[src/rtl/hz_pkg.sv]
// Shared constants for the hazard scoreboard: pipeline stage numbering,
// default geometry and the stage-field width helper.
package hz_pkg;

  localparam int STG_RF = 0;
  localparam int STG_X  = 1;
  localparam int STG_M  = 2;
  localparam int STG_W  = 3;

  localparam int DEF_DEPTH = 3;
  localparam int DEF_NREGS = 16;

  // Width of a stage number able to hold 0..depth
  function automatic int sw_width(input int depth);
    return $clog2(depth + 1);
  endfunction

endpackage

[src/rtl/sb_entry.sv]
// One scoreboard slot: tracks whether a register has an in-flight producer,
// how far down the pipeline it is, and from which stage its result is usable.
module sb_entry
  import hz_pkg::*;
#(
  parameter int DEPTH = DEF_DEPTH,
  parameter int SW    = sw_width(DEF_DEPTH)
) (
  input  logic          clk,
  input  logic          rst_n,
  input  logic          flush,
  input  logic          freeze,
  input  logic          load,
  input  logic [SW-1:0] load_rdy,
  output logic          busy,
  output logic [SW-1:0] age,
  output logic [SW-1:0] rdy
);

  localparam logic [SW-1:0] AGE_ONE = SW'(STG_X);
  localparam logic [SW-1:0] AGE_MAX = SW'(DEPTH);

  logic          busy_r;
  logic [SW-1:0] age_r;
  logic [SW-1:0] rdy_r;

  // Slot state: flush beats freeze, a new load beats retirement of the old producer
  always_ff @(posedge clk or negedge rst_n) begin
    if (!rst_n) begin
      busy_r <= 1'b0;
      age_r  <= {SW{1'b0}};
      rdy_r  <= {SW{1'b0}};
    end else if (flush) begin
      busy_r <= 1'b0;
      age_r  <= {SW{1'b0}};
      rdy_r  <= {SW{1'b0}};
    end else if (freeze) begin
      busy_r <= busy_r;
      age_r  <= age_r;
      rdy_r  <= rdy_r;
    end else if (load) begin
      busy_r <= 1'b1;
      age_r  <= AGE_ONE;
      rdy_r  <= load_rdy;
    end else if (busy_r && (age_r == AGE_MAX)) begin
      busy_r <= 1'b0;
      age_r  <= {SW{1'b0}};
      rdy_r  <= {SW{1'b0}};
    end else if (busy_r) begin
      busy_r <= 1'b1;
      age_r  <= age_r + AGE_ONE;
      rdy_r  <= rdy_r;
    end else begin
      busy_r <= busy_r;
      age_r  <= age_r;
      rdy_r  <= rdy_r;
    end
  end

  assign busy = busy_r;
  assign age  = age_r;
  assign rdy  = rdy_r;

endmodule

[src/rtl/hazard_scoreboard.sv]
// Register hazard scoreboard: per-register producer tracking with same-cycle
// stall and forwarding-stage selection for two source operands.
module hazard_scoreboard
  import hz_pkg::*;
#(
  parameter  int NREGS    = DEF_NREGS,
  parameter  int DEPTH    = DEF_DEPTH,
  parameter  int ZERO_REG = 1,
  localparam int AW       = $clog2(NREGS),
  localparam int SW       = sw_width(DEPTH)
) (
  input  logic             clk,
  input  logic             rst_n,
  input  logic             issue_valid,
  input  logic             issue_wr_en,
  input  logic [AW-1:0]    issue_rd,
  input  logic [SW-1:0]    issue_rdy_stage,
  input  logic             src1_en,
  input  logic             src2_en,
  input  logic [AW-1:0]    src1,
  input  logic [AW-1:0]    src2,
  input  logic             freeze,
  input  logic             flush_all,
  output logic             stall,
  output logic [SW-1:0]    fwd_sel1,
  output logic [SW-1:0]    fwd_sel2,
  output logic [NREGS-1:0] busy_vec
);

  logic [SW-1:0]    age_s [NREGS];
  logic [SW-1:0]    rdy_s [NREGS];
  logic [NREGS-1:0] load_s;
  logic [SW-1:0]    rdy_clamp_s;
  logic             accept_s;
  logic             src1_busy_s;
  logic             src2_busy_s;
  logic [SW-1:0]    age1_s;
  logic [SW-1:0]    age2_s;
  logic             hz1_s;
  logic             hz2_s;

  // Out-of-range ready stages fold onto the nearest legal stage
  always_comb begin
    rdy_clamp_s = issue_rdy_stage;
    if (issue_rdy_stage == SW'(STG_RF)) begin
      rdy_clamp_s = SW'(STG_X);
    end else if (issue_rdy_stage > SW'(DEPTH)) begin
      rdy_clamp_s = SW'(DEPTH);
    end else begin
      rdy_clamp_s = issue_rdy_stage;
    end
  end

  assign accept_s = issue_valid & ~stall & ~freeze & ~flush_all;

  for (genvar gi = 0; gi < NREGS; gi++) begin : g_entry
    if ((ZERO_REG != 0) && (gi == 0)) begin : g_hardwired
      assign load_s[gi] = 1'b0;
    end else begin : g_tracked
      assign load_s[gi] = accept_s & issue_wr_en & (issue_rd == AW'(gi));
    end

    sb_entry #(
      .DEPTH (DEPTH),
      .SW    (SW)
    ) u_entry (
      .clk      (clk),
      .rst_n    (rst_n),
      .flush    (flush_all),
      .freeze   (freeze),
      .load     (load_s[gi]),
      .load_rdy (rdy_clamp_s),
      .busy     (busy_vec[gi]),
      .age      (age_s[gi]),
      .rdy      (rdy_s[gi])
    );
  end

  // Per-source lookup: a hazard exists while the producer has not reached its ready stage
  always_comb begin
    src1_busy_s = src1_en & busy_vec[src1];
    src2_busy_s = src2_en & busy_vec[src2];
    if ((ZERO_REG != 0) && (src1 == {AW{1'b0}})) begin
      src1_busy_s = 1'b0;
    end else begin
      src1_busy_s = src1_en & busy_vec[src1];
    end
    if ((ZERO_REG != 0) && (src2 == {AW{1'b0}})) begin
      src2_busy_s = 1'b0;
    end else begin
      src2_busy_s = src2_en & busy_vec[src2];
    end
    age1_s = src1_busy_s ? age_s[src1] : {SW{1'b0}};
    age2_s = src2_busy_s ? age_s[src2] : {SW{1'b0}};
    hz1_s  = src1_busy_s && (age_s[src1] < rdy_s[src1]);
    hz2_s  = src2_busy_s && (age_s[src2] < rdy_s[src2]);
  end

  assign stall    = issue_valid & (hz1_s | hz2_s);
  assign fwd_sel1 = age1_s;
  assign fwd_sel2 = age2_s;

endmodule

[config.mk]
export PLATFORM = sky130hd
export DESIGN_NAME = hazard_scoreboard
export DESIGN_NICKNAME = d
export VERILOG_FILES = /design/src/rtl/hz_pkg.sv /design/src/rtl/sb_entry.sv /design/src/rtl/hazard_scoreboard.sv
export SDC_FILE = /design/constraint.sdc
export NUM_CORES = 1
export LEC_CHECK = 0
export CORE_MARGIN = 1
export CORE_UTILIZATION = 60
export DETAILED_ROUTE_END_ITERATION = 8
export MAX_ROUTING_LAYER = met4
export PLACE_DENSITY = 0.89
export SETUP_SLACK_MARGIN = 0.2
export SYNTH_ARGS = -nofsm -noshare
export SYNTH_HDL_FRONTEND = slang
export SYNTH_SLANG_ARGS = --single-unit
[constraint.sdc]
create_clock -name clk -period 6.9 [get_ports clk]
set_input_delay 1.035 -clock clk [delete_from_list [all_inputs] [get_ports clk]]
set_output_delay 1.035 -clock clk [all_outputs]
set_load 0.05 [all_outputs]
==> results.py, run 1 <==
metrics = {
    "cells_and_area": {
        "n_antenna_cell": 0,
        "multiInputGateArea_um2": 2940,
        "fin_nets": 588,
        "regArea_um2": 1930,
        "drive_gt1_share_pct": 12.5,
        "area_growth_pct": 9.26,
        "fillers": 686,
    },
    "cts": {
        "postCtsSetupBuffers": 0,
        "htreeDepth": 3,
        "cts_tree": "yes",
        "clk_latency_ps": 360,
        "path_clk_slew_ps": 80,
        "cts-resized-gates": 0,
        "root_buffer": "clkbuf_8",
        "clock-sinks": 77,
        "ctsHoldBuffers": 0,
        "clockBufferDepth": 2,
        "cts_buffers": 9,
    },
    "yosys": {
        "syn_nets": 581,
        "synth_cells": 542,
        "synth_warnings": 0,
        "syn_area_um2": 5350,
        "ys_seq_area_share_pct": 36.0,
        "synth_edf_count": 0,
        "synth-seq-cells": 77,
        "avgSynthCellArea_um2": 9.87,
        "synth.distinct_cells": 48,
        "synth-async-reset-ratio_pct": 100,
        "synthFlopType": "dfrtp_1",
    },
    "timing": {
        "fin_tns_setup_ps": 0,
        "hold_viol_final": 0,
        "fin_skew_ps": 12.9,
        "min_period_ps": 5810,
        "final_max_slew_viol_count": 0,
        "timing.final.crit_share_pct": 84.2,
        "relSlewSlack_pct": 12.0,
        "max_freq_mhz": 172,
        "worst_slack_ps": 1090,
        "whs_ps": 526,
        "worst_pin_slew_ps": 1310,
        "rsz0062_at_grt": "false",
        "finalSetupViolCount": 0,
    },
    "pwr": {
        "leakage_nw": 2.37,
        "power_uw": 935,
        "peakVddDrop_v": 0.000124,
        "power_density_nw_per_um2": 160,
    },
    "setup_path": {
        "crit_type": "primary input to primary output",
        "reg2reg_slack_ps": 3330,
        "critPathMaxFanout": 19,
        "critPathRequiredTime_ps": 5860,
        "arrival_ps": 4780,
        "critPathLaunchType": "primary input",
        "crit_path_start": "src1[0]",
        "end_kind": "primary output",
        "rr_startpoint": "g_entry[7].u_entry.age[1]$_DFFE_PN0P_",
    },
    "worst_hold_path": {
        "hp-class": "flop to flop",
        "hold_start": "g_entry[11].u_entry.rdy[0]$_DFFE_PN0P_",
    },
    "placement": {
        "place_ws_ps": 1080,
        "routabilityCongestion": 0.977,
        "hpwl_um": 10900,
        "portBuffers": 41,
    },
    "global_routing": {
        "antenna_found_initial": 0,
        "grt_pass1_vias": 4316,
        "grt_usage_pct": 35.7,
        "grt_pass1_wl_um": 23300,
        "gr-total-overflow": 0,
        "grt_max_degree": 78,
    },
    "floorplanning": {
        "die_h_um": 96.4,
        "io_pins": 43,
        "row_count": 34,
        "initial_core_util_pct": 61.6,
        "die_area_um2": 9300,
        "die_w_um": 96.4,
        "core_area_um2": 8680,
    },
    "drt": {
        "wl_per_cell_um": 22.4,
        "first_pass_iters": 5,
        "dr.first_iter.drc_count": 449,
        "antenna_left": 0,
        "vias": 4518,
        "via_per_inst": 6.82,
        "drc": 0,
        "drt-total-wl_um": 14800,
    },
    "run": {
        "maxCapViolCount": 0,
    },
    "run_status": {
        "status": "finished clean",
    },
}
==> path summary, 6_finish.rpt <==
kind	to	cells after the start
max	stall	8
min	g_entry[11].u_entry.rdy[0]$_DFFE_PN0P_	1
min reg2reg	g_entry[11].u_entry.rdy[0]$_DFFE_PN0P_	1
max reg2reg	g_entry[2].u_entry.rdy[1]$_DFFE_PN0P_	8
min in group asynchronous	g_entry[3].u_entry.busy$_DFFE_PN0N_	1
max in group asynchronous	g_entry[2].u_entry.rdy[1]$_DFFE_PN0P_	1
==> logic make-up after synthesis <==
group,synth area share [%]
AO/OA/AOI/OAI,19.3
AND/OR/NAND/NOR,11.6
buffers and inverters,8.98
flip-flops,36.0
multiplexers,20.0
adder cells (fa/ha/maj),3.98
other,0.0701
==> layer usage <==
metal / wire length [µm] / vias to the layer above / global-route usage [%]
li1: - / 1985 / -
met1: 6020 / 2254 / 47.4
met2: 6960 / 232 / 53.8
met3: 1220 / 47 / 6.89
met4: 622 / 0 / 15.8
met5: 0 / - / -
==> state kept, by name (all words and copies together), names as in the netlist <==
name,count
g_entry.u_entry.rdy,30
g_entry.u_entry.age,32
g_entry.u_entry.busy,15
==> through the flow <==
stage,utilization [%],area (µm²),cells
floorplan,-,5350,542
global placement,65.0,5640,646
detailed placement,65.0,5640,646
CTS,67.3,5840,662
global route,67.3,5840,662
finish,67.3,5840,662
==> report_power, final <==
group / internal (mW) / switching [mW]
clock: 0.204 / 0.177
combinational: 0.0357 / 0.0642
sequential: 0.452 / 0.00255
total: 0.692 / 0.243
==> final cells by class <==
type	instances	area share [%]
well taps	108	2.31
clock inverters	4	1.24
multi-input cells	364	50.3
repair buffers	47	7.62
clock buffers	12	2.31
inverters	50	3.21
flip-flops and latches	77	33.0
==> critical path: stages <==
cell	delay, ps
clkdlybuf4s50_1	980
mux4_2	590
mux4_2	510
ha_1	300
a21boi_1	140
o32ai_2	770
and2_1	240
buf_4	200
==> placed cells by master (no fill, tap or decap), types with 6 or more instances in the layout <==
master | netlist | final
a22o_1 | 6 | 6
nor2_1 | 35 | 35
nor2b_1 | 14 | 14
clkdlybuf4s50_1 | 0 | 38
o21ai_0 | 41 | 41
dfrtp_1 | 77 | 77
nand2b_1 | 7 | 7
o2bb2ai_1 | 19 | 19
a21oi_1 | 41 | 41
ha_1 | 17 | 17
a22oi_1 | 14 | 14
mux4_2 | 37 | 37
a21o_1 | 10 | 10
nand2_1 | 34 | 34
mux2_2 | 7 | 7
or4_1 | 7 | 7
clkbuf_8 | 0 | 9
nor3_1 | 8 | 8
buf_4 | 18 | 8
o22ai_1 | 14 | 14
mux2i_1 | 16 | 16
inv_1 | 48 | 48
==> cell usage after synthesis (2+ instances only) <==
library cell,n,area [µm²]
o21ai_1,3,15.0
o21ai_0,41,205
or4_1,7,52.6
nand3_1,4,20.0
mux2_2,7,78.8
nor2_1,35,131
ha_1,17,213
nand2b_1,7,43.8
nor2b_1,14,87.6
a21o_1,10,75.1
a22o_1,6,52.6
a21oi_1,41,205
o22ai_1,14,87.6
dfrtp_1,77,1930
a221oi_1,3,26.3
clkinv_1,2,7.51
buf_2,9,45.0
a211o_1,2,17.5
mux2i_1,16,160
clkbuf_1,20,75.1
o2bb2ai_1,19,166
inv_1,48,180
mux4_2,37,833
nand2_1,34,128
buf_4,18,135
and2_1,2,12.5
or3_1,4,25.0
or2_0,2,12.5
buf_6,3,33.8
or4b_1,2,20.0
nor3_1,8,40.0
a22oi_1,14,105
(Power assumes the default switching activity.)
==> inputs of run 2 (changes only) <==
--- a/config.mk
+++ b/config.mk
@@ -6,10 +6,10 @@
 export NUM_CORES = 1
 export LEC_CHECK = 0
 export CORE_MARGIN = 1
-export CORE_UTILIZATION = 60
+export CORE_UTILIZATION = 59
 export DETAILED_ROUTE_END_ITERATION = 8
 export MAX_ROUTING_LAYER = met4
-export PLACE_DENSITY = 0.89
+export PLACE_DENSITY = 0.88
 export SETUP_SLACK_MARGIN = 0.2
 export SYNTH_ARGS = -nofsm -noshare
 export SYNTH_HDL_FRONTEND = slang
==> constraint.sdc (replaced) <==
create_clock -name clk -period 5.5 [get_ports clk]
set_input_delay 0.825 -clock clk [delete_from_list [all_inputs] [get_ports clk]]
set_output_delay 0.825 -clock clk [all_outputs]
set_load 0.05 [all_outputs]
==> run 2 against run 1 <==
Register-to-register slack got worse by 1300 ps. Count of clock-buffer cells in the layout down 2. Combinational power is 29% higher. Power increased by 26%. Routed wire length grew 0.72%. First-iteration DRC count up 30%. Core utilization hardly changed. Global-route usage is 1.1 points lower. Critical path type unchanged. Largest cell class unchanged. Highest routed layer unchanged.
==> results.py, run 2 (same netlist as run 1, synthesis figures left out) <==
metrics = {
    "timing": {
        "relSlewSlack_pct": 30.8,
        "final_max_slew_viol_count": 0,
        "hold_viol_final": 0,
        "max_freq_mhz": 205,
        "fin_skew_ps": 10.6,
        "timing.final.crit_share_pct": 88.8,
        "worst_pin_slew_ps": 1030,
        "rsz0062_at_grt": "false",
        "min_period_ps": 4890,
        "finalSetupViolCount": 0,
        "fin_tns_setup_ps": 0,
        "worst_slack_ps": 613,
    },
    "run_status": {
        "status": "finished clean",
    },
    "setup_path": {
        "r2r_end": "g_entry[4].u_entry.rdy[0]$_DFFE_PN0P_",
        "critPathRequiredTime_ps": 4680,
        "crit_type": "primary input to primary output",
        "end_kind": "primary output",
        "arrival_ps": 4060,
        "rr_startpoint": "g_entry[7].u_entry.age[1]$_DFFE_PN0P_",
        "critPathMaxFanout": 10,
        "reg2reg_slack_ps": 1990,
        "crit_path_start": "src1[1]",
        "critPathLaunchType": "primary input",
        "r2r_cells": 9,
    },
    "global_routing": {
        "grt_pass1_wl_um": 24500,
        "gr-total-overflow": 0,
        "antenna_found_initial": 0,
        "grt_usage_pct": 34.6,
        "grt_max_degree": 78,
        "grt_pass1_vias": 4402,
    },
    "cts": {
        "clock-sinks": 77,
        "htreeDepth": 3,
        "cts_buffers": 9,
        "postCtsSetupBuffers": 0,
        "path_clk_slew_ps": 80,
        "clockBufferDepth": 2,
        "clk_latency_ps": 360,
        "cts_tree": "yes",
        "cts-resized-gates": 0,
        "root_buffer": "clkbuf_8",
        "ctsHoldBuffers": 0,
    },
    "run": {
        "maxCapViolCount": 0,
    },
    "floorplanning": {
        "die_w_um": 97.2,
        "die_h_um": 97.2,
        "core_area_um2": 8760,
        "io_pins": 43,
        "row_count": 34,
        "die_area_um2": 9450,
        "initial_core_util_pct": 61.0,
    },
    "drt": {
        "top_layer_used": "met4",
        "wl_per_cell_um": 22.5,
        "first_pass_iters": 5,
        "drt-total-wl_um": 14900,
        "dr.first_iter.drc_count": 583,
        "drt-met1-wl_um": 6090,
        "antenna_left": 0,
        "route.met2.wl_um": 6760,
        "vias": 4536,
        "drc": 0,
        "wl_met3_um": 1430,
        "via_per_inst": 6.82,
    },
    "worst_hold_path": {
        "holdPathStages": 1,
        "hold_start": "g_entry[15].u_entry.rdy[0]$_DFFE_PN0P_",
        "hold_end": "g_entry[15].u_entry.rdy[0]$_DFFE_PN0P_",
        "hp-class": "flop to flop",
    },
    "pwr": {
        "leakage_nw": 2.40,
        "clock_power_share_pct": 40.5,
        "p_sw_share_pct": 26.1,
        "peakVddDrop_v": 0.000119,
        "p_sw_uw": 307,
        "power_density_nw_per_um2": 200,
        "seq_power_share_pct": 48.5,
        "p_int_uw": 871,
        "comb_power_share_pct": 11.0,
    },
    "cells_and_area": {
        "layoutNonFillerInstCount": 665,
        "largest_reg_flops": 32,
        "regArea_um2": 1930,
        "finalCoreUtilization_pct": 67.3,
        "design_area_um2": 5900,
        "multiInputGateArea_um2": 2940,
        "drive_gt1_share_pct": 13.3,
        "layout_commonest_cell": "dfrtp_1",
        "n_antenna_cell": 0,
        "area_growth_pct": 10.3,
        "final_cell_mix": "dfrtp_1, inv_1, o21ai_0, a21oi_1, clkdlybuf4s50_1",
        "fillers": 668,
        "fin_nets": 591,
    },
    "placement": {
        "place_ws_ps": 670,
        "portBuffers": 41,
        "hpwl_um": 10900,
        "routabilityCongestion": 0.997,
        "dp.cells": 649,
        "dpl_cell_area_um2": 5680,
    },
}
run 2: how the worst max path moves through the flow:
stage / slack, ps / cells after the start / end
CTS: 660 / 10 / stall
detailed placement: 670 / 10 / stall
floorplan: 970 / 9 / stall
finish: 610 / 10 / stall
global placement: 730 / 10 / stall
global route: 510 / 10 / stall
run 2: stage by stage:
step           power (mW)  hold slack [ps]
4_1_cts              1.18              518
2_1_floorplan       0.659              467
3_5_place_dp        0.710              495
5_1_grt              1.22              549
6_report             1.18              519
3_3_place_gp        0.707              498
run 2: routing by layer:
metal | vias up | global-route usage [%]
li1 | 1998 | -
met4 | 0 | 16.6
met2 | 298 | 49.9
met3 | 47 | 7.19
met5 | - | -
met1 | 2193 | 47.0
run 2: power by group through the flow:
stage	Combinational [mW]	Sequential, mW	Clock (mW)
5_1_grt	0.140	0.571	0.505
2_1_floorplan	0.0780	0.581	0
3_5_place_dp	0.128	0.582	0
3_3_place_gp	0.125	0.582	0
6_report	0.129	0.571	0.477
4_1_cts	0.128	0.571	0.479
run 2: area by class of cell:
cell class	instances	area share, %
timing repair buffer	50	8.36
inverter	50	3.18
multi-input combinational	364	49.9
tap	108	2.29
clock buffer	10	2.16
clock inverter	6	1.48
sequential	77	32.7
run 2: critical path, stage by stage:
cell	delay [ps]
clkdlybuf4s50_1	790
buf_4	280
mux4_2	310
mux4_2	460
inv_1	70
ha_1	210
a21boi_1	130
o32ai_2	550
and2_1	270
buf_12	140
